**config.mk**
```make
export PLATFORM = sky130hd
export DESIGN_NAME = sha3_digest_collect
export DESIGN_NICKNAME = d
export VERILOG_FILES = /design/src/rtl/sha3_digest_collect.sv
export SDC_FILE = /design/constraint.sdc
export NUM_CORES = 1
export LEC_CHECK = 0
export ABC_AREA = 0
export CORE_MARGIN = 3
export CORE_UTILIZATION = 55
export CTS_CLUSTER_SIZE = 14
export DETAILED_ROUTE_END_ITERATION = 6
export PLACE_DENSITY = 0.77
export SYNTH_ARGS = -nofsm -noshare
export SYNTH_HDL_FRONTEND = slang
export SYNTH_SLANG_ARGS = --single-unit
```
**constraint.sdc**
```tcl
create_clock -name clk -period 18.8 [get_ports clk]
set_clock_uncertainty 0.1 [all_clocks]
set_input_delay 3.76 -clock clk [delete_from_list [all_inputs] [get_ports clk]]
set_output_delay 3.76 -clock clk [all_outputs]
set_load 0.05 [all_outputs]
```
**src/rtl/sha3_digest_collect.sv**
```systemverilog
// Collects the 8-beat Keccak permutation output, keeps the digest portion,
// buffers up to two finished digests and streams them out as 64-bit words.
module sha3_digest_collect #(
  parameter int DIGEST_BITS = 256
) (
  input  logic         clk,
  input  logic         reset,
  input  logic         in_push,
  input  logic [2:0]   in_ix,
  input  logic [199:0] in_dat,
  output logic         out_valid,
  input  logic         out_ready,
  output logic [63:0]  out_word,
  output logic         out_last,
  output logic         err_seq,
  output logic         err_ovf,
  output logic [7:0]   err_cnt
);

  localparam int NW  = DIGEST_BITS / 64;
  localparam int WPW = $clog2(NW);
  localparam logic [WPW-1:0] WP_LAST = WPW'(NW - 1);

  typedef enum logic {IDLE, COLLECT} state_t;

  state_t           state, state_n;
  logic [2:0]       exp_q, exp_n;
  logic             cap, done, seq_bad;

  logic [DIGEST_BITS-1:0] dig_buf;
  logic [DIGEST_BITS-1:0] slot [2];
  logic             head, head_n, wr;
  logic [1:0]       cnt, cnt_n;
  logic [WPW-1:0]   wp, wp_n;
  logic             xfer, pop, commit_ok, ovf;
  logic [DIGEST_BITS-1:0] hd_data;
  logic [63:0]      word_n;
  logic             last_n;

  function automatic logic [7:0] sat_add(input logic [7:0] a, input logic [1:0] b);
    logic [8:0] s;
    s = {1'b0, a} + {7'b0, b};
    return s[8] ? 8'hFF : s[7:0];
  endfunction

  // Beat-index sequencing: decide capture, frame completion and sequence errors
  always_comb begin
    state_n = state;
    exp_n   = exp_q;
    cap     = 1'b0;
    done    = 1'b0;
    seq_bad = 1'b0;
    if (in_push) begin
      case (state)
        IDLE: begin
          if (in_ix == 3'd0) begin
            state_n = COLLECT;
            exp_n   = 3'd1;
            cap     = 1'b1;
          end else begin
            seq_bad = 1'b1;
          end
        end
        COLLECT: begin
          if (in_ix == exp_q) begin
            cap = 1'b1;
            if (exp_q == 3'd7) begin
              done    = 1'b1;
              state_n = IDLE;
              exp_n   = 3'd0;
            end else begin
              exp_n = exp_q + 3'd1;
            end
          end else begin
            seq_bad = 1'b1;
            if (in_ix == 3'd0) begin
              exp_n = 3'd1;
              cap   = 1'b1;
            end else begin
              state_n = IDLE;
              exp_n   = 3'd0;
            end
          end
        end
        default: begin
          state_n = IDLE;
          exp_n   = 3'd0;
        end
      endcase
    end
  end

  // FSM state register
  always_ff @(posedge clk) begin
    if (!reset) begin
      state <= IDLE;
      exp_q <= 3'd0;
    end else begin
      state <= state_n;
      exp_q <= exp_n;
    end
  end

  // Keep only the state bits that belong to the digest; later beats just advance exp
  always_ff @(posedge clk) begin
    if (cap) begin
      for (int b = 0; b < DIGEST_BITS; b++) begin
        if (in_ix == 3'(b / 200)) dig_buf[b] <= in_dat[b % 200];
      end
    end
  end

  // FIFO/serializer next state; a pop in the same cycle frees a slot for the commit
  always_comb begin
    xfer      = out_valid & out_ready;
    pop       = xfer & out_last;
    commit_ok = done & ((cnt != 2'd2) | pop);
    ovf       = done & ~commit_ok;
    wr        = head ^ cnt[0];
    head_n    = head ^ pop;
    cnt_n     = cnt - {1'b0, pop} + {1'b0, commit_ok};
    wp_n      = wp;
    if (xfer) wp_n = (wp == WP_LAST) ? '0 : wp + 1'b1;
    hd_data   = (commit_ok && (wr == head_n)) ? dig_buf : slot[head_n];
    word_n    = hd_data[{wp_n, 6'b0} +: 64];
    last_n    = (cnt_n != 2'd0) && (wp_n == WP_LAST);
  end

  // Digest storage
  always_ff @(posedge clk) begin
    if (commit_ok) slot[wr] <= dig_buf;
  end

  // FIFO control and registered output word
  always_ff @(posedge clk) begin
    if (!reset) begin
      head      <= 1'b0;
      cnt       <= 2'd0;
      wp        <= '0;
      out_valid <= 1'b0;
      out_last  <= 1'b0;
      out_word  <= 64'd0;
    end else begin
      head      <= head_n;
      cnt       <= cnt_n;
      wp        <= wp_n;
      out_valid <= (cnt_n != 2'd0);
      out_last  <= last_n;
      out_word  <= (cnt_n != 2'd0) ? word_n : 64'd0;
    end
  end

  // Error pulses and saturating error counter
  always_ff @(posedge clk) begin
    if (!reset) begin
      err_seq <= 1'b0;
      err_ovf <= 1'b0;
      err_cnt <= 8'd0;
    end else begin
      err_seq <= seq_bad;
      err_ovf <= ovf;
      err_cnt <= sat_add(err_cnt, {1'b0, seq_bad} + {1'b0, ovf});
    end
  end

endmodule

```
==> flow_summary.json, run 1 <==
{
  "status": "complete, no violations",
  "setup_ws_ns": 11.07,
  "layout-drive-gt1-share": 0.117,
  "p_leak_nw": 13.1,
  "hpwlAfterDp_um": 40200,
  "synth_edf_count": 768,
  "hold_viol_final": 0,
  "clockBufferDepth": 3,
  "synth_warnings": 0,
  "coreArea_mm2": 0.0558,
  "pre_cts_slack_ns": 10.43,
  "arrival_ns": 8.12,
  "routabilityCongestion": 0.801,
  "rows": 86,
  "clkSinkCount": 853,
  "rsz0062_at_grt": "no",
  "grt_usage": 0.244,
  "die_h_um": 245,
  "seqCellArea_mm2": 0.0248,
  "slowest_stage": "buf_4",
  "cts_root_buf": "clkbuf_16",
  "ir_drop_uv": 103,
  "crit_path_max_incr_delay_ns": 0.97,
  "num_vias": 17307,
  "initial_utilization": 0.563,
  "cp-end-kind": "flip-flop",
  "layout_worst_path_cycle_share": 0.411,
  "via_per_inst": 6.14,
  "die_w_um": 245,
  "place_area_mm2": 0.0350,
  "cts_made_buffers": 85,
  "portBuffers": 282,
  "ctsResizeCount": 0,
  "antenna_found_initial": 4,
  "fin_nets": 2211,
  "drv_slew": 0,
  "netlist_area_mm2": 0.0314,
  "htree_levels": 3,
  "overflow": 0,
  "fmax_ghz": 0.129,
  "clkPwrFrac": 0.449,
  "path_clk_slew_ns": 0.06,
  "switching_power_uw": 731,
  "routed.top_layer": "met4",
  "worstPathMaxFanout": 76,
  "async_flop_share": 0,
  "synthCells": 1699,
  "drtIter0Drc": 1685,
  "design_area_mm2": 0.0380,
  "ant_nets": 0,
  "cp_cell_sequence": "clkdlybuf4s50_1, nand3_1, inv_2, xnor2_4, buf_4, buf_4, buf_4, mux2i_1, a32oi_1, a32o_1",
  "switching_share": 0.187,
  "grt_pass1_wl_um": 109000,
  "cts_tree": "done",
  "worstSetupPathType": "in2reg",
  "wl_um": 73800,
  "syn_avg_cell_area_um2": 18.5,
  "synth_nets": 1913,
  "dr_wl_met3_um": 6310,
  "cts_setup_buffers": 0,
  "hp-class": "reg2reg",
  "grt_pass1_vias": 17988,
  "combPwrFrac": 0.018,
  "internal-power_mw": 3.18,
  "ys_seq_area_frac": 0.788,
  "ys_types": 48,
  "pin_count": 283,
  "ys_ff_latch": 853,
  "grt_start_max_net_pins": 183,
  "tns_ns": 0,
  "postCtsHoldBufs": 0,
  "seqPwrFrac": 0.532,
  "setup_viol": 0,
  "met2_length_um": 37800,
  "fin_crit_ns": 7.73,
  "fin_util": 0.680,
  "wl_met1_um": 27800,
  "power_mw": 3.91,
  "clk-insertion-delay-late_ns": 0.62,
  "crit_required_ns": 19.20,
  "drc": 0,
  "syn2layout_area_growth_pct": 20.8,
  "num-fill-cells": 3524,
  "crit_top_cell": "buf_4",
  "dr.pass1.iters": 6,
  "slew_headroom": 0.187,
  "tightest_slew_ns": 1.22,
  "multi_input_area_mm2": 0.00627,
  "powerDensity_mw_per_mm2": 103,
  "fp.dieArea_mm2": 0.0600,
  "synth_ff_type": "edfxtp_1",
  "maxCapViolCount": 0,
  "post_drt_wl_per_cell_um": 26.2,
  "start_kind": "primary input"
}
[worst max-delay path, delay by kind of cell]
kind / cells / cell delay [ns]
compound gates: 2 / 0.40
xor+xnor: 1 / 0.12
simple gates: 1 / 0.20
buf+inv: 5 / 3.27
mux: 1 / 0.32
[sequential cells by signal, indices dropped and copies added, names as in the netlist, 2 cells and up]
signal    count
dig_buf     256
out_word     64
cnt           2
wp            2
exp_q         3
slot        512
err_cnt       8
[power by group through the flow]
stage / logic [mW] / clock network, mW / registers [mW]
2_1_floorplan: 0.0128 / 0 / 2.12
3_3_place_gp: 0.0704 / 0 / 2.12
3_5_place_dp: 0.0713 / 0 / 2.12
4_1_cts: 0.0722 / 1.79 / 2.08
5_1_grt: 0.0751 / 1.86 / 2.08
6_report: 0.0717 / 1.76 / 2.08
[metrics by stage]
step           hold WS, ns  instances
3_5_place_dp         0.356       2658
6_report             0.368       2817
3_3_place_gp         0.347       2658
2_1_floorplan        0.339       1699
4_1_cts              0.367       2813
5_1_grt              0.373       2815
[logic make-up after synthesis]
| group | Yosys count | synth area share |
|---|---|---|
| AND/OR/NAND/NOR | 309 | 0.0402 |
| adder cells (fa/ha/maj) | 7 | 0.00303 |
| AO/OA/AOI/OAI | 220 | 0.0625 |
| XOR/XNOR | 10 | 0.00303 |
| multiplexers | 195 | 0.0876 |
| flip-flops | 853 | 0.788 |
| buffers and inverters | 105 | 0.0158 |
[layout make-up]
type / instances / area share
flip-flops and latches: 853 / 0.652
clock buffers: 111 / 0.0632
clock inverters: 44 / 0.0142
diodes: 4 / 0.000264
repair buffers: 308 / 0.0798
well taps: 748 / 0.0246
multi-input cells: 741 / 0.165
inverters: 8 / 0.000791
[Yosys cell counts, drive strengths merged, types with 2 or more instances]
cell    count  area, um^2
and2        5        31.3
or3         2        12.5
o22ai       2        12.5
a32oi     128        1120
nor2       16        60.1
o21a        2        15.0
ha          6        75.1
clkbuf     48         180
inv         8        30.0
buf        49         287
nor3        5        36.3
a22oi       3        22.5
nand3       4        25.0
mux4       64        1440
nand2b      2        12.5
nor2b       2        12.5
mux2i     130        1300
o21ai       3        15.0
nand4       3        18.8
xnor2       5        51.3
a21oi      11        55.1
a32o       65         651
edfxtp    768       23100
xor2        5        43.8
nand2     265         997
dfxtp      85        1700
[worst paths after layout]
kind / from / to / slack (ns) / depth (start not counted)
worst max-delay path: out_ready / out_word[34]$_SDFF_PN0_ / 11.07 / 10
worst min-delay path: dig_buf[229]$_DFFE_PP_ / slot[0][229]$_DFFE_PP_ / 0.37 / 0
worst max register to register: out_valid$_SDFF_PN0_ / out_word[34]$_SDFF_PN0_ / 14.33 / 9
worst min register to register: dig_buf[229]$_DFFE_PP_ / slot[0][229]$_DFFE_PP_ / 0.37 / 0
[layout by cell type, fill, tap and decap left out, types with 2 or more instances in the layout]
cell type / netlist / routed
edfxtp_1: 768 / 768
clkdlybuf4s50_1: 0 / 282
nand2_1: 264 / 264
mux2i_1: 130 / 130
a32oi_1: 128 / 128
clkbuf_16: 0 / 89
dfxtp_1: 85 / 85
mux4_2: 64 / 64
a32o_1: 65 / 64
buf_4: 5 / 25
clkinv_2: 0 / 16
nor2_1: 16 / 14
clkbuf_1: 48 / 13
bufinv_16: 0 / 12
a21oi_1: 11 / 11
clkinv_1: 0 / 11
clkbuf_8: 0 / 9
inv_1: 6 / 6
ha_1: 6 / 6
xor2_1: 5 / 5
diode_2: 0 / 4
nor3_1: 4 / 4
and2_1: 5 / 4
nand3_1: 3 / 3
xnor2_1: 4 / 3
nand4_1: 3 / 3
a22oi_1: 3 / 3
nand2b_1: 2 / 2
inv_2: 2 / 2
or3_1: 2 / 2
nor2_4: 0 / 2
o22ai_4: 0 / 2
nor2b_1: 2 / 2
o21ai_0: 2 / 2
inv_6: 0 / 2
[layer usage]
metal  track usage  up-vias
met4        0.0823        0
met2         0.416      885
met3        0.0464      147
met1         0.319     8823
li1              -     7452
met5             0        -
(Power assumes the default switching activity.)
==> run 2, diff against run 1 <==
==> constraint.sdc (replaced) <==
create_clock -name clk -period 7.41 [get_ports clk]
set_clock_uncertainty 0.1 [all_clocks]
set_input_delay 1.482 -clock clk [delete_from_list [all_inputs] [get_ports clk]]
set_output_delay 1.482 -clock clk [all_outputs]
set_load 0.05 [all_outputs]
==> run 2 against run 1 <==
Compared with the run above:
- setup slack got worse by 8.6 ns
- global-route usage down 0.77 points
- critical path depth grew 4
- wire length fell by 3.5%
- non-clock buffer count decreased by 1
- final cell count down 0.11%
- clock-buffer cell count increased by 13
- clock power up 130%
- sequential power rose to 2.5 times the previous value
- sequential share of layout area up 0.36 points
- critical endpoint is now out_word[49]$_SDFF_PN0_
- largest cell class unchanged
==> flow_summary.json, run 2 (same netlist as run 1, synthesis figures left out) <==
{
  "path_depth": 14,
  "slowest_stage": "buf_4",
  "clkSinkCount": 853,
  "die_w_um": 245,
  "rsz0062_at_grt": "no",
  "slew_headroom": 0.229,
  "overflow": 0,
  "multi_input_area_mm2": 0.00627,
  "rr_worst_depth": 13,
  "ctsResizeCount": 0,
  "power_mw": 9.54,
  "worstSetupPathType": "in2reg",
  "fin_crit_ns": 4.96,
  "drv_slew": 0,
  "grt_start_max_net_pins": 154,
  "cts_setup_buffers": 0,
  "grt_usage": 0.236,
  "top_regs": "slot x512, dig_buf x256, out_word x64",
  "holdPathStages": 0,
  "grt_pass1_vias": 17786,
  "critPathBufInv": 3,
  "via_per_inst": 6.08,
  "layout_worst_path_cycle_share": 0.669,
  "rows": 86,
  "cts_root_buf": "clkbuf_16",
  "pre_cts_slack_ns": 1.87,
  "htree_levels": 3,
  "coreArea_mm2": 0.0558,
  "largest_reg_flops": 512,
  "arrival_ns": 5.40,
  "start_kind": "primary input",
  "hpwlAfterDp_um": 39700,
  "setup_viol": 0,
  "layout-drive-gt1-share": 0.108,
  "final_cell_mix": "edfxtp_1, clkdlybuf4s50_1, nand2_1",
  "die_h_um": 245,
  "wl_um": 71200,
  "crit_required_ns": 7.86,
  "syn2layout_area_growth_pct": 20.2,
  "hp-class": "reg2reg",
  "clk-insertion-delay-late_ns": 0.62,
  "cp_cell_sequence": "clkdlybuf4s50_1, xor2_1, nor4b_4, nand3_2, o21bai_1, ha_1, inv_1, ha_1, xnor2_1, xnor2_1, o21ai_1, nor3_4, buf_4, a32o_1",
  "fp.dieArea_mm2": 0.0600,
  "grt_pass1_wl_um": 107000,
  "r2r_slack_ns": 3.37,
  "diodes": 0,
  "status": "complete, no violations",
  "cp-end-kind": "flip-flop",
  "routabilityCongestion": 0.806,
  "fmax_ghz": 0.202,
  "num_vias": 17119,
  "clockBufferDepth": 3,
  "fin_util": 0.676,
  "drc": 0,
  "fin_nets": 2209,
  "hold_viol_final": 0,
  "worstPathMaxFanout": 64,
  "drtIter0Drc": 1658,
  "setup_ws_ns": 2.45,
  "p_leak_nw": 13.0,
  "final_common_cell": "edfxtp_1",
  "cts_tree": "done",
  "path_clk_slew_ns": 0.06,
  "maxCapViolCount": 0,
  "seqCellArea_mm2": 0.0248,
  "post_drt_wl_per_cell_um": 25.3,
  "ant_nets": 0,
  "hold-worst-slack_ns": 0.371,
  "top_register": "slot",
  "portBuffers": 282,
  "postCtsHoldBufs": 0,
  "initial_utilization": 0.563,
  "dr.pass1.iters": 5,
  "num-fill-cells": 3521,
  "crit_path_max_incr_delay_ns": 0.85,
  "ir_drop_uv": 174,
  "powerDensity_mw_per_mm2": 252,
  "pin_count": 283,
  "place_area_mm2": 0.0351,
  "antenna_found_initial": 3,
  "cts_made_buffers": 84,
  "design_area_mm2": 0.0378,
  "critPathTopFamily": "buffers and inverters",
  "tightest_slew_ns": 1.16
}
==> run 2: metal layers <==
layer	GRT usage	vias up	wire [um]
met4	0.0832	6	2110
li1	-	7444	-
met5	0	-	43
met1	0.313	8626	27300
met3	0.0555	147	6110
met2	0.388	896	35600
==> run 2: report_power, final <==
part	total (mW)	internal, mW	switching [mW]
registers	5.28	5.25	0.0304
logic	0.183	0.116	0.0667
clock network	4.07	2.35	1.72
total	9.54	7.72	1.82
==> run 2: worst register-to-register path, stage by stage (launching register included) <==
cell,delay (ns)
dfxtp_1,0.45
xor2_1,0.18
nor4b_4,0.35
nand3_2,0.26
o21bai_1,0.25
ha_1,0.29
inv_1,0.04
ha_1,0.18
xnor2_1,0.18
xnor2_1,0.16
o21ai_1,0.17
nor3_4,0.20
buf_4,0.85
a32o_1,0.32
==> run 2: worst paths after layout <==
path / startpoint / end
min: dig_buf[23]$_DFFE_PP_ / slot[1][23]$_DFFE_PP_
min reg2reg: dig_buf[23]$_DFFE_PP_ / slot[1][23]$_DFFE_PP_
max: in_ix[1] / out_word[49]$_SDFF_PN0_
max reg2reg: exp_q[0]$_SDFFE_PN0P_ / out_word[49]$_SDFF_PN0_
==> run 2: final cells by class <==
cell class | instances | share of cell area
clock buffer | 124 | 0.0643
timing repair buffer | 307 | 0.0820
multi-input combinational | 741 | 0.166
clock inverter | 33 | 0.00649
inverter | 8 | 0.000795
sequential | 853 | 0.656
tap | 748 | 0.0248
==> run 2: through the flow <==
stage	setup TNS, ns	instances
after floorplan	-1039.64	1699
after global placement	0	2657
after detailed placement	0	2657
after CTS	0	2814
after global routing	0	2814
final	0	2814
==> run 3, diff against run 2 <==
--- a/config.mk
+++ b/config.mk
@@ -7,10 +7,10 @@
 export LEC_CHECK = 0
 export ABC_AREA = 0
 export CORE_MARGIN = 3
-export CORE_UTILIZATION = 55
+export CORE_UTILIZATION = 52
 export CTS_CLUSTER_SIZE = 14
 export DETAILED_ROUTE_END_ITERATION = 6
-export PLACE_DENSITY = 0.77
+export PLACE_DENSITY = 0.76
 export SYNTH_ARGS = -nofsm -noshare
 export SYNTH_HDL_FRONTEND = slang
 export SYNTH_SLANG_ARGS = --single-unit
==> constraint.sdc (replaced) <==
create_clock -name clk -period 4.5 [get_ports clk]
set_clock_uncertainty 0.1 [all_clocks]
set_input_delay 0.9 -clock clk [delete_from_list [all_inputs] [get_ports clk]]
set_output_delay 0.9 -clock clk [all_outputs]
set_load 0.05 [all_outputs]
==> run 3 against run 2 <==
Compared with the run above:
- via count is 0.48% higher
- highest routed layer unchanged
- clock power grew 83%
- sequential power up 65%
- sequential share of layout area fell by 1.3 points
- worst hold slack worse by 0.0070 ns
- combinational power grew 65%
- first-iteration DRC count down 11%
==> flow_summary.json, run 3 (same netlist as run 1, synthesis figures left out) <==
{
  "switching_power_mw": 3.04,
  "ant_nets": 0,
  "fp.dieArea_mm2": 0.0634,
  "cts_tree": "done",
  "crit_required_ns": 4.90,
  "grt_usage": 0.227,
  "hold_viol_final": 0,
  "fmax_ghz": 0.269,
  "coreArea_mm2": 0.0594,
  "setup_ws_ns": 0.779,
  "cp_cell_sequence": "clkdlybuf4s50_1, xor2_4, nor4b_4, nand3_4, o21bai_1, ha_1, inv_1, ha_1, xnor2_1, xnor2_1, o21ai_1, o21ba_4, buf_12, a32o_1",
  "clockBufferDepth": 3,
  "pin_count": 283,
  "drc": 0,
  "syn2layout_area_growth_pct": 22.6,
  "slew_headroom": 0.287,
  "switching_share": 0.185,
  "arrival_ns": 4.12,
  "die_h_um": 252,
  "maxCapViolCount": 0,
  "cp-end-kind": "flip-flop",
  "postCtsHoldBufs": 0,
  "ctsResizeCount": 0,
  "dr.pass1.iters": 5,
  "htree_levels": 3,
  "ir_drop_uv": 375,
  "num_vias": 17201,
  "r2r-start": "exp_q[2]$_SDFFE_PN0P_",
  "tightest_slew_ns": 1.07,
  "powerDensity_mw_per_mm2": 427,
  "critPathBufInv": 3,
  "via_per_inst": 6.02,
  "clkSinkCount": 853,
  "internal-power_mw": 13.4,
  "portBuffers": 282,
  "path_depth": 14,
  "holdPathStages": 0,
  "clkPwrFrac": 0.453,
  "drtIter0Drc": 1468,
  "seqPwrFrac": 0.529,
  "drv_slew": 0,
  "top_regs": "slot x512, dig_buf x256, out_word x64",
  "path_clk_slew_ns": 0.06,
  "rows": 89,
  "overflow": 0,
  "reg2reg_to": "out_word[45]$_SDFF_PN0_",
  "layout-drive-gt1-share": 0.126,
  "pre_cts_slack_ns": 0.169,
  "status": "complete, no violations",
  "place_area_mm2": 0.0355,
  "initial_utilization": 0.530,
  "r2r_slack_ns": 1.19,
  "slowest_stage": "clkdlybuf4s50_1",
  "setup_viol": 0,
  "routabilityCongestion": 0.798,
  "cts_made_buffers": 84,
  "rsz0062_at_grt": "no",
  "start_kind": "primary input",
  "cts_root_buf": "clkbuf_16",
  "worstPathMaxFanout": 31,
  "post_drt_wl_per_cell_um": 25.5,
  "hold_path.startpoint": "dig_buf[166]$_DFFE_PP_",
  "grt_start_max_net_pins": 129,
  "combPwrFrac": 0.018,
  "final_cell_mix": "edfxtp_1, clkdlybuf4s50_1, nand2_1",
  "design_area_mm2": 0.0385,
  "crit_path_max_incr_delay_ns": 0.52,
  "clk-insertion-delay-late_ns": 0.63,
  "worstHoldEndpoint": "slot[1][166]$_DFFE_PP_",
  "critPathTopFamily": "compound AO/OA/AOI/OAI gates",
  "hpwlAfterDp_um": 42000,
  "die_w_um": 252,
  "layout_worst_path_cycle_share": 0.827,
  "hp-class": "reg2reg",
  "fin_nets": 2228,
  "grt_pass1_wl_um": 108000,
  "grt_pass1_vias": 17657,
  "antenna_found_initial": 3,
  "worstSetupPathType": "in2reg",
  "top_register": "slot",
  "final_common_cell": "edfxtp_1",
  "p_leak_nw": 13.3,
  "cts_setup_buffers": 0,
  "largest_reg_flops": 512,
  "fin_crit_ns": 3.72,
  "rr_worst_depth": 13,
  "wl_um": 73000
}
run 3: worst max path at each step:
stage	startpoint	to	slack, ns
global route	in_ix[2]	err_cnt[0]$_SDFF_PN0_	0.64
detailed placement	in_ix[2]	out_word[42]$_SDFF_PN0_	0.17
CTS	in_ix[2]	out_word[45]$_SDFF_PN0_	0.82
global placement	in_ix[2]	out_word[34]$_SDFF_PN0_	0.26
finish	in_ix[2]	out_word[45]$_SDFF_PN0_	0.78
floorplan	in_ix[2]	slot[0][0]$_DFFE_PP_	-1.44
run 3: power by group through the flow:
stage	registers [mW]	clock network, mW	logic, mW
after floorplan	8.85	0	0.0541
after global routing	8.70	7.87	0.318
after global placement	8.86	0	0.299
final	8.70	7.45	0.302
after detailed placement	8.86	0	0.301
after CTS	8.70	7.57	0.305
run 3: area by class of cell:
class	instances	area (um^2)
sequential	853	24800
fill	3837	20800
multi-input combinational	741	6300
timing repair buffer	326	3480
clock buffer	114	2370
tap	773	967
clock inverter	41	627
inverter	8	30.0
antenna	2	5.00
run 3: stage by stage:
step	setup TNS [ns]	hold slack, ns	total power [mW]	std cells	util
floorplan	-737.92	0.339	8.91	1699	-
global placement	0	0.347	9.16	2701	0.599
detailed placement	0	0.357	9.17	2701	0.599
CTS	0	0.361	16.6	2856	0.649
global route	0	0.375	16.9	2858	0.649
finish	0	0.364	16.4	2858	0.649
run 3: per-layer routing:
layer	part of all wire	routed length, um	vias up	GRT usage
met2	0.51	37300	852	0.388
met5	0.00012	9	-	0
met1	0.38	27600	8718	0.291
li1	-	-	7488	-
met3	0.081	5910	141	0.0442
met4	0.030	2170	2	0.0849
run 3: worst register-to-register path: cells and delay by family (launching register included):
family          cells  cell delay (ns)
compound gates      4             1.07
simple gates        2             0.47
flops               1             0.37
buf+inv             2             0.21
xor+xnor            3             0.50
fa+ha+maj           2             0.45
